--- config.mk ---
export PLATFORM = sky130hd
export DESIGN_NAME = systolic_ctrl_2x2
export DESIGN_NICKNAME = d
export VERILOG_FILES = /design/src/rtl/systolic_pkg.sv /design/src/rtl/systolic_skew_feed.sv /design/src/rtl/systolic_ctrl_2x2.sv
export SDC_FILE = /design/constraint.sdc
export NUM_CORES = 1
export LEC_CHECK = 0
export ABC_AREA = 1
export ABC_CLOCK_PERIOD_IN_PS = 6900
export CAP_MARGIN = 20
export CORE_ASPECT_RATIO = 0.6
export CORE_UTILIZATION = 28
export DETAILED_ROUTE_END_ITERATION = 10
export PLACE_DENSITY = 0.51
export SLEW_MARGIN = 25
export SYNTH_ARGS = -nofsm -noshare
export SYNTH_HDL_FRONTEND = slang
export SYNTH_SLANG_ARGS = --single-unit
export TNS_END_PERCENT = 100
--- constraint.sdc ---
create_clock -name clk -period 6.9 [get_ports clk]
set_input_delay 0.69 -clock clk [delete_from_list [all_inputs] [get_ports clk]]
set_output_delay 0.69 -clock clk [all_outputs]
set_load 0.02 [all_outputs]
--- src/rtl/systolic_pkg.sv ---
// -----------------------------------------------------------------------------
// systolic_pkg
// Shared definitions for the 2x2 output-stationary systolic array controller.
//   ctrl_state_t : controller FSM states
//   FEED_CYCLES  : number of skewed feed cycles for a 2x2 product
//   IDX_rc       : element index of (row r, col c) inside a packed 2x2 matrix;
//                  element idx occupies bits [idx*W +: W]
// -----------------------------------------------------------------------------
package systolic_pkg;

    typedef enum logic [2:0] {
        ST_IDLE  = 3'd0,
        ST_CLEAR = 3'd1,
        ST_FEED  = 3'd2,
        ST_DRAIN = 3'd3,
        ST_DONE  = 3'd4
    } ctrl_state_t;

    localparam int FEED_CYCLES = 3;
    localparam int CNT_W       = 4;

    localparam int IDX_00 = 0;
    localparam int IDX_01 = 1;
    localparam int IDX_10 = 2;
    localparam int IDX_11 = 3;

endpackage

--- src/rtl/systolic_skew_feed.sv ---
// -----------------------------------------------------------------------------
// systolic_skew_feed
// Produces the diagonally skewed row/column operands for the 2x2 array.
// The operands are registered: the inputs describe the controller's *next*
// cycle (feed_en = next state is FEED, t = next feed count), so the flops hold
// the operand for feed step t exactly during the cycle the controller is in
// FEED with cnt == t. Outside FEED every operand is forced to 0.
//
// Ports
//   clk, rst      : clock, asynchronous active-high reset
//   a_mat, b_mat  : latched operand matrices {m11,m10,m01,m00}
//   feed_en       : next cycle is a feed cycle
//   t             : feed step for the next cycle (0..2)
//   a0, a1        : row operands (row 1 lags row 0 by one cycle)
//   b0, b1        : column operands (col 1 lags col 0 by one cycle)
// -----------------------------------------------------------------------------
module systolic_skew_feed
    import systolic_pkg::*;
#(
    parameter int WIDTH = 8
) (
    input  logic               clk,
    input  logic               rst,
    input  logic [4*WIDTH-1:0] a_mat,
    input  logic [4*WIDTH-1:0] b_mat,
    input  logic               feed_en,
    input  logic [1:0]         t,
    output logic [WIDTH-1:0]   a0,
    output logic [WIDTH-1:0]   a1,
    output logic [WIDTH-1:0]   b0,
    output logic [WIDTH-1:0]   b1
);

    logic [WIDTH-1:0] a0_q, a1_q, b0_q, b1_q;
    logic [WIDTH-1:0] a0_d, a1_d, b0_d, b1_d;

    function automatic logic [WIDTH-1:0] elem(input logic [4*WIDTH-1:0] m,
                                              input int idx);
        return m[idx*WIDTH +: WIDTH];
    endfunction

    // a0 = A[0][t], a1 = A[1][t-1], b0 = B[t][0], b1 = B[t-1][1];
    // indices outside 0..1 leave the default 0 in place.
    always_comb begin
        a0_d = '0;
        a1_d = '0;
        b0_d = '0;
        b1_d = '0;
        if (feed_en) begin
            case (t)
                2'd0: begin
                    a0_d = elem(a_mat, IDX_00);
                    b0_d = elem(b_mat, IDX_00);
                end
                2'd1: begin
                    a0_d = elem(a_mat, IDX_01);
                    a1_d = elem(a_mat, IDX_10);
                    b0_d = elem(b_mat, IDX_10);
                    b1_d = elem(b_mat, IDX_01);
                end
                2'd2: begin
                    a1_d = elem(a_mat, IDX_11);
                    b1_d = elem(b_mat, IDX_11);
                end
                default: begin
                end
            endcase
        end
    end

    always_ff @(posedge clk or posedge rst) begin
        if (rst) begin
            a0_q <= '0;
            a1_q <= '0;
            b0_q <= '0;
            b1_q <= '0;
        end else begin
            a0_q <= a0_d;
            a1_q <= a1_d;
            b0_q <= b0_d;
            b1_q <= b1_d;
        end
    end

    assign a0 = a0_q;
    assign a1 = a1_q;
    assign b0 = b0_q;
    assign b1 = b1_q;

endmodule

--- src/rtl/systolic_ctrl_2x2.sv ---
// -----------------------------------------------------------------------------
// systolic_ctrl_2x2
// Sequencing controller for a 2x2 output-stationary systolic array.
// Accepts one operand pair, clears the array, feeds skewed operands for three
// cycles, waits DRAIN cycles for the array pipeline to settle, captures the
// four accumulators and offers them as one result.
//
// Handshakes (both sides): a transfer happens on a rising edge where valid and
// ready are both 1. The source holds valid and data stable until that edge;
// the controller never drops res_valid or changes res before res_ready.
//
// Ports
//   clk, rst            : clock, asynchronous active-high reset
//   in_valid/in_ready   : operand handshake (ready only in IDLE)
//   a_mat, b_mat        : {m11,m10,m01,m00}, m00 in the LSBs
//   res_valid/res_ready : result handshake (valid only in DONE)
//   res                 : {c11,c10,c01,c00}, each 2*WIDTH bits
//   busy                : any state other than IDLE
//   arr_rst             : array reset (global reset or CLEAR)
//   arr_a0/a1, arr_b0/b1: registered skewed operands to the array
//   arr_c00..arr_c11    : array accumulators
// DRAIN must be within 2..15: the last product reaches c11 one cycle after the
// final feed cycle, and the drain counter is 4 bits wide.
// -----------------------------------------------------------------------------
module systolic_ctrl_2x2
    import systolic_pkg::*;
#(
    parameter int WIDTH = 8,
    parameter int DRAIN = 3
) (
    input  logic               clk,
    input  logic               rst,
    input  logic               in_valid,
    output logic               in_ready,
    input  logic [4*WIDTH-1:0] a_mat,
    input  logic [4*WIDTH-1:0] b_mat,
    output logic               res_valid,
    input  logic               res_ready,
    output logic [8*WIDTH-1:0] res,
    output logic               busy,
    output logic               arr_rst,
    output logic [WIDTH-1:0]   arr_a0,
    output logic [WIDTH-1:0]   arr_a1,
    output logic [WIDTH-1:0]   arr_b0,
    output logic [WIDTH-1:0]   arr_b1,
    input  logic [2*WIDTH-1:0] arr_c00,
    input  logic [2*WIDTH-1:0] arr_c01,
    input  logic [2*WIDTH-1:0] arr_c10,
    input  logic [2*WIDTH-1:0] arr_c11
);

    ctrl_state_t        state_q, state_d;
    logic [CNT_W-1:0]   cnt_q, cnt_d;
    logic [4*WIDTH-1:0] a_q, a_d;
    logic [4*WIDTH-1:0] b_q, b_d;
    logic [8*WIDTH-1:0] res_q, res_d;

    always_comb begin
        state_d = state_q;
        cnt_d   = cnt_q;
        a_d     = a_q;
        b_d     = b_q;
        res_d   = res_q;
        case (state_q)
            ST_IDLE: begin
                if (in_valid) begin
                    a_d     = a_mat;
                    b_d     = b_mat;
                    state_d = ST_CLEAR;
                end
            end
            ST_CLEAR: begin
                cnt_d   = '0;
                state_d = ST_FEED;
            end
            ST_FEED: begin
                if (cnt_q == CNT_W'(FEED_CYCLES - 1)) begin
                    cnt_d   = '0;
                    state_d = ST_DRAIN;
                end else begin
                    cnt_d = cnt_q + 1'b1;
                end
            end
            ST_DRAIN: begin
                if (cnt_q == CNT_W'(DRAIN - 1)) begin
                    res_d   = {arr_c11, arr_c10, arr_c01, arr_c00};
                    cnt_d   = '0;
                    state_d = ST_DONE;
                end else begin
                    cnt_d = cnt_q + 1'b1;
                end
            end
            ST_DONE: begin
                if (res_ready) begin
                    state_d = ST_IDLE;
                end
            end
            default: begin
                state_d = ST_IDLE;
            end
        endcase
    end

    always_ff @(posedge clk or posedge rst) begin
        if (rst) begin
            state_q <= ST_IDLE;
            cnt_q   <= '0;
            a_q     <= '0;
            b_q     <= '0;
            res_q   <= '0;
        end else begin
            state_q <= state_d;
            cnt_q   <= cnt_d;
            a_q     <= a_d;
            b_q     <= b_d;
            res_q   <= res_d;
        end
    end

    // The feeder registers its outputs, so it is steered by next-state/count.
    systolic_skew_feed #(
        .WIDTH (WIDTH)
    ) u_skew_feed (
        .clk     (clk),
        .rst     (rst),
        .a_mat   (a_q),
        .b_mat   (b_q),
        .feed_en (state_d == ST_FEED),
        .t       (cnt_d[1:0]),
        .a0      (arr_a0),
        .a1      (arr_a1),
        .b0      (arr_b0),
        .b1      (arr_b1)
    );

    assign in_ready  = (state_q == ST_IDLE);
    assign res_valid = (state_q == ST_DONE);
    assign busy      = (state_q != ST_IDLE);
    assign res       = res_q;
    // Global reset also clears the array.
    assign arr_rst   = rst | (state_q == ST_CLEAR);

endmodule

==> summary.md <==
| Metric | Value |
|---|---|
| Final critical delay including setup and external delays | `3.03 ns` |
| Fraction of layout instances using a drive strength above 1 | `20.4%` |
| RD Place Congestion | `0.748` |
| Core area | `24300 sq um` |
| P_int | `3.08 mW` |
| Number of hold buffers added after CTS | `0` |
| Part of the Yosys area used for sequential elements | `60.1%` |
| Slew at the pin with the worst max-slew slack | `0.865 ns` |
| Setup Viol. Count Final | `0` |
| Die width | `205 um` |
| Setup bufs post-CTS | `0` |
| Setup repair after global routing missed its margin | `false` |
| Area delta synth->final | `45.5%` |
| Number of sinks on the clock net | `167` |
| Starting utilization of the core area | `28.6%` |
| Total congestion overflow | `0` |
| Dominant cell type by area after synthesis | `sky130_fd_sc_hd__dfrtp_1` |
| Largest driver fanout on the critical path | `19` |
| P_sw | `1.83 mW` |
| Clock tree from TritonCTS | `built` |
| Critical Path Sink Type | `flop` |
| Largest cells by area after synthesis | `sky130_fd_sc_hd__dfrtp_1 60%, sky130_fd_sc_hd__mux2_2 9.9%, sky130_fd_sc_hd__mux2_4 8.4%` |
| Length of the first detailed-routing pass in iterations | `4` |
| Sum of negative setup slack | `0 ns` |
| Clk_lat worst skew | `0.43 ns` |
| Average detailed-routed wire length per instance | `16.0 um` |
| PD cells | `485 nW/um^2` |
| Final critical-path share of the clock period | `43.9%` |
| Largest net degree at the start of global routing | `83` |
| Cell variety after synth | `32` |
| Final Instance Count excl. Fillers | `1105` |
| Simple logic cell fraction of the synthesized area | `10.3%` |
| Share of cell area taken by muxes after synthesis | `18.9%` |
| Via count normalized by instance count | `4.28` |
| Type of the worst setup path | `reg2reg` |
| Number of rows created at floorplan | `44` |
| Leakage power summed over all cells | `4.67 nW` |
| Pre-CTS worst setup slack | `3.83 ns` |
| Peak supply drop | `0.201 mV` |
| Post-synth design cell area | `6960 sq um` |
| Data arrival time of the worst path | `3.36 ns` |
| Combinational share of power | `46.2%` |
| Worst clock skew | `0.00931 ns` |
| Sort of element at the start of the critical path | `flop` |
| Starting DRT DRC Count | `209` |
| Number of antenna violations at the first check in global routing | `1` |
| Share of the synthesized area in the top cell type | `60.1%` |
| Total number of vias | `4729` |
| Instance count after placement with tap cells included | `1073` |
| Gate count after technology mapping | `542` |
| Mapped Avg Cell Area | `12.8 sq um` |
| Required time at the endpoint of the critical path | `7.23 ns` |
| Clock H-tree levels | `4` |
| Detailed-route wire length | `17600 um` |
| First-pass GRT wire length | `27500 um` |
| Number of max-capacitance violations reported | `0` |
| Clock slew at reported path FFs | `0.07 ns` |
| Setup WS post-layout | `3.87 ns` |
| Maximum frequency from static timing analysis | `0.330 GHz` |
| Commonest non-fill, non-tap cell in the layout | `sky130_fd_sc_hd__clkdlybuf4s50_1` |
| Number of placed I/O pins | `232` |
| Relative max-transition margin | `42.3%` |
| Number of diodes added for antenna fixing | `0` |
| Commonest cells after routing, fill and taps aside | `231 x sky130_fd_sc_hd__clkdlybuf4s50_1, 167 x sky130_fd_sc_hd__dfrtp_1, 64 x sky130_fd_sc_hd__nand2_1` |
| Combinational family with the most area after synthesis | `multiplexers` |
| Die height | `124 um` |
| Max Root-Sink Buffers | `2` |
| Parity-gate share of the synthesized area counting xor and xnor cells | `0.252%` |
| DRC violation count after routing | `0` |
| Final count of hold timing violations | `0` |
| Vias in the first global route | `4946` |
| Final Util | `41.7%` |
| Die ar. | `25500 sq um` |
| Warning count from the yosys run | `0` |
| Clk network pwr share | `20.7%` |
| Count of instances resized after the clock tree is built | `0` |
| Placed wire-length estimate | `12300 um` |
| PortBufs | `231` |
| Clock root buffer | `sky130_fd_sc_hd__clkbuf_16` |
| Final #Nets | `906` |
| Hold crit path type | `reg2reg` |
| Synth Area in Adders | `0.720%` |
| Result of the run | `finished clean` |
| Net switching share of the total power | `37.2%` |
| Clock buffers created by TritonCTS | `17` |
| Fin. max-slew vios | `0` |
| Global-route usage over all layers | `14.2%` |
| Seq pwr share | `33.2%` |
| Net count after synthesis | `678` |
| Compound-cell area share of the yosys netlist | `3.60%` |
| Total of flip-flops plus latches after synthesis | `167` |
| Number of fill cells in the layout | `2280` |
| Antenna viol nets, final | `0` |
[flip-flops by register name, indices dropped and copies added, names as in the netlist]
name            flops
u_skew_feed.b0      8
u_skew_feed.a0      8
res                64
cnt_q               4
a_q                32
b_q                32
u_skew_feed.a1      8
state_q             3
u_skew_feed.b1      8
[worst paths after layout]
| kind | startpoint | endpoint | slack (ns) | cells after the start |
|---|---|---|---|---|
| max | cnt_q[0] | u_skew_feed.a1[3] | 3.87 | 11 |
| max in group asynchronous | rst | res[32] | 5.21 | 3 |
| max reg2reg | cnt_q[0] | u_skew_feed.a1[3] | 3.87 | 11 |
| min reg2reg | res[55] | res[55] | 0.49 | 1 |
| min in group asynchronous | rst | u_skew_feed.b1[4] | 0.57 | 2 |
| min | res[55] | res[55] | 0.49 | 1 |
[kinds of logic (layout without fill, tap and decap cells)]
kind of cell	after synthesis	count (layout)
mux	104	104
buf+inv	81	322
compound gates	47	47
fa+ha+maj	4	4
xor+xnor	2	2
simple gates	137	137
flops	167	167
[synth_stat cells]
cell type	number
sky130_fd_sc_hd__o21ai_0	13
sky130_fd_sc_hd__mux2_4	39
sky130_fd_sc_hd__dfrtp_1	167
sky130_fd_sc_hd__inv_4	1
sky130_fd_sc_hd__clkinv_1	1
sky130_fd_sc_hd__xnor2_1	1
sky130_fd_sc_hd__nand4_1	1
sky130_fd_sc_hd__nand3_1	21
sky130_fd_sc_hd__nor2_1	26
sky130_fd_sc_hd__nor2_4	2
sky130_fd_sc_hd__buf_6	15
sky130_fd_sc_hd__ha_1	4
sky130_fd_sc_hd__a21oi_1	24
sky130_fd_sc_hd__nor3b_2	10
sky130_fd_sc_hd__nor3b_1	6
sky130_fd_sc_hd__buf_4	1
sky130_fd_sc_hd__mux2_1	4
sky130_fd_sc_hd__inv_1	50
sky130_fd_sc_hd__mux2_2	61
sky130_fd_sc_hd__nand2_1	64
sky130_fd_sc_hd__buf_1	2
sky130_fd_sc_hd__nand2_4	1
sky130_fd_sc_hd__o31ai_1	2
sky130_fd_sc_hd__o22ai_1	8
sky130_fd_sc_hd__nor2_2	2
sky130_fd_sc_hd__nand3_4	1
sky130_fd_sc_hd__nand2_2	2
sky130_fd_sc_hd__clkbuf_1	6
sky130_fd_sc_hd__xor2_1	1
sky130_fd_sc_hd__inv_2	3
sky130_fd_sc_hd__nor2_8	1
sky130_fd_sc_hd__buf_2	2
[final cells by class]
class | instances | area, sq um | area share, %
well taps | 322 | 403 | 3.98
clock inverters | 14 | 190 | 1.88
inverters | 55 | 214 | 2.11
flip-flops and latches | 167 | 4180 | 41.3
repair buffers | 235 | 2350 | 23.2
clock buffers | 18 | 439 | 4.34
multi-input cells | 294 | 2350 | 23.2
[power by group through the flow]
stage	registers (mW)	clock network, mW	logic [mW]
6_report	1.63	1.01	2.27
5_1_grt	1.68	1.08	2.49
4_1_cts	1.63	1.05	2.31
3_5_place_dp	1.65	0	2.30
3_3_place_gp	1.63	0	2.26
2_1_floorplan	1.88	0	1.24
[metrics by stage]
| step | power [mW] | hold WS (ns) | cell area [sq um] |
|---|---|---|---|
| 5_1_grt | 5.25 | 0.519 | 10100 |
| 3_5_place_dp | 3.95 | 0.484 | 9490 |
| 3_3_place_gp | 3.90 | 0.477 | 9490 |
| 2_1_floorplan | 3.12 | 0.478 | 6960 |
| 6_report | 4.91 | 0.493 | 10100 |
| 4_1_cts | 4.99 | 0.499 | 10100 |
[critical path: stages (launching register included)]
cell and delay [ns]:
sky130_fd_sc_hd__dfrtp_1 0.38, sky130_fd_sc_hd__inv_1 0.08, sky130_fd_sc_hd__ha_1 0.24, sky130_fd_sc_hd__nand2_1 0.11, sky130_fd_sc_hd__nand2_1 0.09, sky130_fd_sc_hd__nand2_1 0.08, sky130_fd_sc_hd__nand2_2 0.24, sky130_fd_sc_hd__inv_1 0.13
sky130_fd_sc_hd__ha_1 0.62, sky130_fd_sc_hd__inv_1 0.49, sky130_fd_sc_hd__o21ai_0 0.25, sky130_fd_sc_hd__nor3b_1 0.22
[routing by layer]
layer	up-vias	part of all wire (%)	GRT usage [%]
met5	-	0	0
met4	0	1.0	4.58
met3	11	6.4	4.29
met2	166	42	20.6
met1	2308	50	20.0
li1	2244	-	-
Note: power is estimated with default switching activity, not from simulation.
